[src/rtl/issue_hazard_gate.sv]
// issue_hazard_gate: per-warp register scoreboard that sits between the
// instruction buffer and operand collection. It holds back any instruction
// that touches a register with an outstanding write, and it passes accepted
// instructions through a one-entry registered output stage.
module issue_hazard_gate #(
  parameter int NUM_WARPS = 4,
  parameter int NUM_REGS  = 64,
  parameter int WID_BITS  = 2,
  parameter int NR_BITS   = 6,
  parameter int DATAW     = 128,
  parameter int CTR_BITS  = 16
) (
  input  logic                clk,
  input  logic                reset,
  input  logic                in_valid,
  output logic                in_ready,
  input  logic [WID_BITS-1:0] in_wid,
  input  logic                in_wb,
  input  logic [NR_BITS-1:0]  in_rd,
  input  logic [NR_BITS-1:0]  in_rs1,
  input  logic [NR_BITS-1:0]  in_rs2,
  input  logic [NR_BITS-1:0]  in_rs3,
  input  logic [DATAW-1:0]    in_data,
  output logic                out_valid,
  input  logic                out_ready,
  output logic [WID_BITS-1:0] out_wid,
  output logic [DATAW-1:0]    out_data,
  input  logic                wb_valid,
  input  logic [WID_BITS-1:0] wb_wid,
  input  logic [NR_BITS-1:0]  wb_rd,
  input  logic                wb_eop,
  output logic [CTR_BITS-1:0] stall_count
);

  // One pending bit per (warp, register); a set bit means a write is in flight.
  logic [NUM_WARPS-1:0][NUM_REGS-1:0] pending_q;
  logic [NUM_WARPS-1:0][NUM_REGS-1:0] pending_d;

  logic [NUM_REGS-1:0] warp_pending;
  logic                hazard;
  logic                accept;
  logic                set_req;
  logic                clr_req;

  // Look up the issuing warp's scoreboard row and test every named register.
  // Only registered state is consulted, so a writeback in this same cycle
  // does not release the instruction until the next cycle.
  always_comb begin
    warp_pending = pending_q[in_wid];
    hazard = warp_pending[in_rs1] | warp_pending[in_rs2] | warp_pending[in_rs3] |
             (in_wb & warp_pending[in_rd]);
  end

  // Ready ignores in_valid so upstream can use it without a combinational loop.
  assign in_ready = ~hazard & (~out_valid | out_ready);
  assign accept   = in_valid & in_ready;
  assign set_req  = accept & in_wb & (in_rd != '0);
  assign clr_req  = wb_valid & wb_eop;

  // Next scoreboard: apply the writeback clear first so a same-entry set wins.
  always_comb begin
    pending_d = pending_q;
    if (clr_req) begin
      pending_d[wb_wid][wb_rd] = 1'b0;
    end
    if (set_req) begin
      pending_d[in_wid][in_rd] = 1'b1;
    end
  end

  // Scoreboard register; register 0 can never be set, so it always reads clear.
  always_ff @(posedge clk or posedge reset) begin
    if (reset) begin
      pending_q <= '0;
    end else begin
      pending_q <= pending_d;
    end
  end

  // Output stage: load on accept, drain when the operands stage takes it.
  always_ff @(posedge clk or posedge reset) begin
    if (reset) begin
      out_valid <= 1'b0;
      out_wid   <= '0;
      out_data  <= '0;
    end else if (accept) begin
      out_valid <= 1'b1;
      out_wid   <= in_wid;
      out_data  <= in_data;
    end else if (out_ready) begin
      out_valid <= 1'b0;
    end
  end

  // Saturating count of cycles an offered instruction is blocked by a hazard;
  // output-full backpressure is deliberately excluded.
  always_ff @(posedge clk or posedge reset) begin
    if (reset) begin
      stall_count <= '0;
    end else if (in_valid && hazard && (stall_count != {CTR_BITS{1'b1}})) begin
      stall_count <= stall_count + 1'b1;
    end
  end

endmodule

[config.mk]
export PLATFORM = sky130hd
export DESIGN_NAME = issue_hazard_gate
export DESIGN_NICKNAME = d
export VERILOG_FILES = /design/src/rtl/issue_hazard_gate.sv
export SDC_FILE = /design/constraint.sdc
export NUM_CORES = 1
export LEC_CHECK = 0
export ABC_AREA = 0
export BUFFER_PORTS_ARGS = -buffer_cell sky130_fd_sc_hd__buf_2
export CAP_MARGIN = 20
export CORE_ASPECT_RATIO = 0.7
export CORE_MARGIN = 3
export CORE_UTILIZATION = 30
export DETAILED_ROUTE_END_ITERATION = 10
export PLACE_DENSITY = 0.46
export SLEW_MARGIN = 20
export SYNTH_ARGS = -nofsm -noshare
export SYNTH_HDL_FRONTEND = slang
export SYNTH_SLANG_ARGS = --single-unit
[constraint.sdc]
create_clock -name clk -period 31 [get_ports clk]
set_input_delay 3.1 -clock clk [delete_from_list [all_inputs] [get_ports clk]]
set_output_delay 3.1 -clock clk [all_outputs]
set_load 0.01 [all_outputs]
==> reports/results.tsv, run 1 <==
metric	value	unit
chip height	237	um
first-pass GRT wire length	144	mm
FFs w/ async S/R, synth	1.00	
H-tree depth	2	
status	finished clean	
HPWL after DPL	68.0	mm
Area growth syn-to-layout	17.5	%
crit-path max cell delay	0.87	ns
DP Area	0.0252	sq mm
Slowest-stage cell, CP	buf_4	
non-filler cells, final	3331	
Final nets	2473	
R2R depth	12	
worst flop-to-flop path startpoint	pending_q[166]	
sequential group share of total power	0.410	
Post-Syn Area	0.0229	sq mm
Max IR drop VDD	38.1	uV
share of layout cells above drive strength 1	0.312	
I/O Buffers	316	
remaining global-route overflow	0	
Std-Cell Rows	84	
Switching Share	0.301	
clk slew on worst S/H paths	0.06	ns
# resized after CTS	0	
hold-critical path endpoint	stall_count[6]	
cts hold-fix bufs	0	
Synthesis Warnings	0	
Mapped Nets	2250	
post-placement cell count	3241	
syn_area_per_cell	11.0	sq um
critical-path maximum fanout	74	
Final ANT Viol Nets	0	
hold depth	1	
final instance area	0.0269	sq mm
Int Power	0.00109	W
final core utilization	0.357	
pwr dens	58.2	mW/mm^2
clock buffer depth	3	
GRT Total Usage	0.248	
Synth top area share	0.441	
max cap viols	0	
hold_ws	0.492	ns
Lkg Pwr	11.1	nW
starting density of the core	0.304	
synth top area cells	dfrtp_1 (44%), mux4_2 (13%), mux2i_1 (7.2%)	
combinational share of power	0.206	
vias in the first global route	19600	
Setup violations, final	0	
part of the Yosys area used for sequential elements	0.441	
total die area	0.0796	sq mm
RSZ-0062 raised after global routing	false	
fmax	0.0911	GHz
Final period util	0.354	
power share of the clock group	0.384	
Tmin final	10.98	ns
Worst Tran Pin Value	1.20	ns
DRC	0	
WS Path Type	primary input to output port	
final slew viol count	0	
drt first pass iters	6	
Critical Path Sink Type	output port	
Hold Path Class	register to register	
Critical Path Source Type	primary input	
cells along the critical path	buf_8, buf_4, buf_4, mux2i_1, o22ai_1, nor4_1, nand2_1, a22o_1, o41ai_1, and3_1, and3_1, buf_2	
I/O pins	317	
vias	20300	
Post-Synthesis Cells	2080	
GP Congestion	0.979	
reg2reg end	pending_q[115]	
total CTS buffers	48	
post-CTS setup buffers	0	
critical path data arrival time	7.88	ns
routed len/inst	30.5	um
clock latency at the later pin of the worst-skew pair	0.62	ns
routed vias/inst	6.10	
clock skew	0.0507	ns
CTS root buffer	clkbuf_16	
number of flops mapped to enable cells by yosys	0	
Worst slew margin	0.194	
Fin. Hold Viols	0	
cell accounting for the most synthesized area	dfrtp_1	
Worst Path Required	27.90	ns
total core area	0.0754	sq mm
ys flop type	dfrtp_1	
Die X	336	um
Distinct cells, synth	63	
initial antenna violation count	6	
largest net degree at the start of global routing	129	
setup TNS	0	ns
CTS tree	built	
hold_sp	stall_count[6]	
Sink Count	403	
Yosys reg bits	403	
Switch Pwr	0.000471	W
WL final	102	mm
Iteration-0 DRC Markers	2589	
minimum setup slack among reg-to-reg paths	25.86	ns
==> metrics by stage <==
stage,total power (W),setup slack (ns)
finish,0.00156,20.02
global route,0.00162,19.72
CTS,0.00158,20.03
detailed placement,0.000972,20.07
global placement,0.000968,20.12
floorplan,0.000820,16.69
==> layout make-up <==
type                    count  area [sq um]
fillers                  7402         48500
flip-flops and latches    403         10100
well taps                 989          1240
clock inverters            18           263
clock buffers              67          1370
inverters                  10          45.0
multi-input cells        1491         12000
repair buffers            349          1860
diodes                      4          10.0
==> worst max-delay path by stage <==
stage	startpoint	end	slack [ns]	depth (start not counted)
floorplan	reset	out_data[0]	16.69	1
CTS	in_wid[1]	in_ready	20.03	12
detailed placement	in_wid[1]	in_ready	20.07	11
finish	in_wid[1]	in_ready	20.02	12
global route	in_wid[1]	in_ready	19.72	12
global placement	in_wid[1]	in_ready	20.12	12
==> state kept, by name (all words and copies together), names as in the netlist <==
register,count
out_valid,1
out_wid,2
stall_count,16
out_data,128
pending_q,256
==> cell usage after synthesis (4+ instances only) <==
cell       count
and3b_1        9
and3_1        14
o211ai_1       6
inv_1          6
nor2_1        23
buf_6         11
nand2_1      198
buf_4         14
nand4bb_1      5
a211oi_1       9
nand2b_1      10
mux4_2       135
o21a_1         4
xnor2_1       14
nand4_1       14
nor3_1         7
a22o_1         5
or4b_2         4
nor4_1        22
or3_1          6
buf_1         12
nand3b_1       4
nand4b_1       6
mux2i_1      165
nand3_1       17
dfrtp_1      403
buf_2         58
and2_1         8
a21oi_1        5
o21ai_0      262
clkbuf_1      81
o21ai_1      252
nor2b_1        7
a22oi_1       10
mux2_2       137
nor3b_1       16
a31oi_1        5
o22ai_1       74
==> power groups by stage <==
stage               Combinational (W)  Sequential, W  Clock [W]
floorplan                    0.000144       0.000676          0
global placement             0.000320       0.000648          0
detailed placement           0.000323       0.000650          0
CTS                          0.000323       0.000641   0.000612
global route                 0.000341       0.000650   0.000634
finish                       0.000323       0.000641   0.000601
==> cells in the final DEF, fill, tap and decap left out, drive strengths merged, types with 14 or more instances in the layout <==
master,instances
o21ai,514
dfrtp,403
buf,349
nand2,198
mux2i,165
mux2,137
mux4,135
o22ai,74
clkbuf,67
nor2,23
nor4,22
nand3,17
nor3b,16
nand4,15
and3,14
xnor2,14
==> critical path, delay by kind of cell <==
family / cells / cell delay (ns)
simple gates: 4 / 1.17
compound gates: 3 / 0.77
mux: 1 / 0.35
buf+inv: 4 / 2.36
==> kinds of logic after synthesis <==
kind of cell	after synthesis	synth area share
AO/OA/AOI/OAI	659	0.157
XOR/XNOR	15	0.00574
adder cells (fa/ha/maj)	1	0.000547
buffers and inverters	186	0.0396
flip-flops	403	0.441
multiplexers	437	0.273
AND/OR/NAND/NOR	379	0.0836
==> routing by layer <==
metal / GRT usage / part of all wire / routed length [um] / up-vias
met5: 0 / 0.00012 / 12 / -
met4: 0.0712 / 0.028 / 2860 / 2
met3: 0.0827 / 0.12 / 12600 / 181
met2: 0.339 / 0.41 / 41900 / 1244
met1: 0.368 / 0.44 / 44300 / 10600
li1: - / - / - / 8353
No activity file was read; power rests on OpenSTA's default activity.
==> run 2: changes to the inputs <==
- PLACE_DENSITY: 0.46 -> 0.48
- clock period: 31 -> 9.31 ns (I/O delays scaled with it)
==> reports/results.tsv, run 2 (same netlist as run 1, synthesis figures left out) <==
metric	value	unit
status	finished clean	
met3 Use GR	0.0763	
GP Congestion	0.943	
busiest grt layer	met2	
Worst Path Required	9.80	ns
critical path data arrival time	7.21	ns
M2 GR Usage	0.341	
H-tree depth	2	
Sink Count	403	
Max IR drop VDD	149	uV
WS Path Type	primary input to register	
Die X	336	um
chip height	237	um
fmax	0.149	GHz
Critical Path Sink Type	register	
Final ANT Viol Nets	0	
final core utilization	0.357	
starting density of the core	0.304	
Biggest register	pending_q	
initial antenna violation count	3	
hold_ws	0.473	ns
Iteration-0 DRC Markers	2672	
routed len/inst	29.2	um
R2R depth	11	
largest net degree at the start of global routing	89	
setup TNS	0	ns
max cap viols	0	
HPWL after DPL	64.7	mm
power share of the clock group	0.377	
Switching Share	0.300	
DRC	0	
Final period util	0.722	
total die area	0.0796	sq mm
commonest non-fill, non-tap cell in the layout	dfrtp_1	
final slew viol count	0	
combinational share of power	0.208	
Switch Pwr	0.00154	W
clk slew on worst S/H paths	0.06	ns
post-CTS setup buffers	0	
reg2reg end	pending_q[26]	
Tmin final	6.72	ns
met1 Use GR	0.341	
clock latency at the later pin of the worst-skew pair	0.63	ns
RSZ-0062 raised after global routing	false	
fin worst setup slack	2.59	ns
max FFs per register	256	
Fin. Hold Viols	0	
first-pass GRT wire length	140	mm
Hold Path Class	primary input to asynchronous set/reset pin	
vias in the first global route	19800	
minimum setup slack among reg-to-reg paths	3.75	ns
WL final	97.4	mm
Lkg Pwr	11.1	nW
most frequent cells in the layout	dfrtp_1 (403), buf_2 (314), o21ai_0 (262)	
Area growth syn-to-layout	17.6	%
cts hold-fix bufs	0	
final instance area	0.0269	sq mm
worst flop-to-flop path startpoint	pending_q[166]	
remaining global-route overflow	0	
Setup violations, final	0	
drt first pass iters	6	
CTS tree	built	
I/O pins	317	
Int Power	0.00360	W
Worst slew margin	0.186	
share of layout cells above drive strength 1	0.312	
clock buffer depth	3	
I/O Buffers	316	
sequential group share of total power	0.415	
post-place setup slack	2.29	ns
clock skew	0.0521	ns
routed vias/inst	6.07	
CTS root buffer	clkbuf_16	
pwr dens	191	mW/mm^2
largest registers	pending_q x256, out_data x128, stall_count x16	
GRT Total Usage	0.238	
Final nets	2479	
Critical Path Source Type	primary input	
critical-path maximum fanout	88	
DP Area	0.0253	sq mm
vias	20200	
Std-Cell Rows	84	
total core area	0.0754	sq mm
# resized after CTS	0	
Worst Tran Pin Value	1.21	ns
total CTS buffers	47	
-- run 2: cell count changes in the layout (fill, tap and decap cells not counted), sizes merged --
| cell | change |
|---|---|
| inv | -2 |
| buf | +7 |
| clkbuf | -6 |
| clkinvlp | +1 |
| clkinv | -2 |
-- run 2: power by group through the flow --
stage	Combinational [W]	Clock, W	Sequential (W)
floorplan	0.000480	0	0.00225
global placement	0.00106	0	0.00216
detailed placement	0.00107	0	0.00216
CTS	0.00107	0.00197	0.00214
global route	0.00113	0.00205	0.00217
finish	0.00107	0.00194	0.00214
-- run 2: per-stage QoR --
| step | total power (W) | std cells |
|---|---|---|
| floorplan | 0.00273 | 2080 |
| global placement | 0.00321 | 3245 |
| detailed placement | 0.00323 | 3246 |
| CTS | 0.00518 | 3322 |
| global route | 0.00535 | 3325 |
| finish | 0.00515 | 3329 |
-- run 2: final cells by class --
type / count / area, sq um
Timing Repair Buffer: 356 / 1990
Inverter: 10 / 41.3
Clock buffer: 61 / 1310
Fill cell: 7482 / 48500
Tap cell: 989 / 1240
Sequential cell: 403 / 10100
Antenna cell: 4 / 10.0
Clock inverter: 15 / 244
Multi-Input combinational cell: 1491 / 12000
-- run 2: layer usage --
layer,share of wire,wire length [um],vias up
li1,-,-,8381
met1,0.42,41300,10400
met2,0.43,41600,1211
met3,0.11,11100,224
met4,0.034,3290,4
met5,0.0014,135,-
-- run 2: worst max path at each step --
stage / from / end / slack [ns] / cells after the start
floorplan: reset / out_data[0] / 2.95 / 1
global placement: in_wid[1] / pending_q[13] / 2.32 / 13
detailed placement: in_wid[1] / pending_q[30] / 2.29 / 13
CTS: in_wid[1] / pending_q[26] / 2.90 / 13
global route: in_wid[1] / pending_q[30] / 2.47 / 13
finish: in_wid[1] / pending_q[26] / 2.59 / 13
-- run 2: critical path: stages --
cell	delay, ns
buf_8	0.59
buf_12	0.46
mux2i_1	0.32
o22ai_1	0.14
nor4_1	0.35
nand2_1	0.22
a22o_1	0.30
o41ai_1	0.63
and3_1	0.34
nand4_4	0.76
or3_2	1.14
buf_4	0.49
o21ai_1	0.25
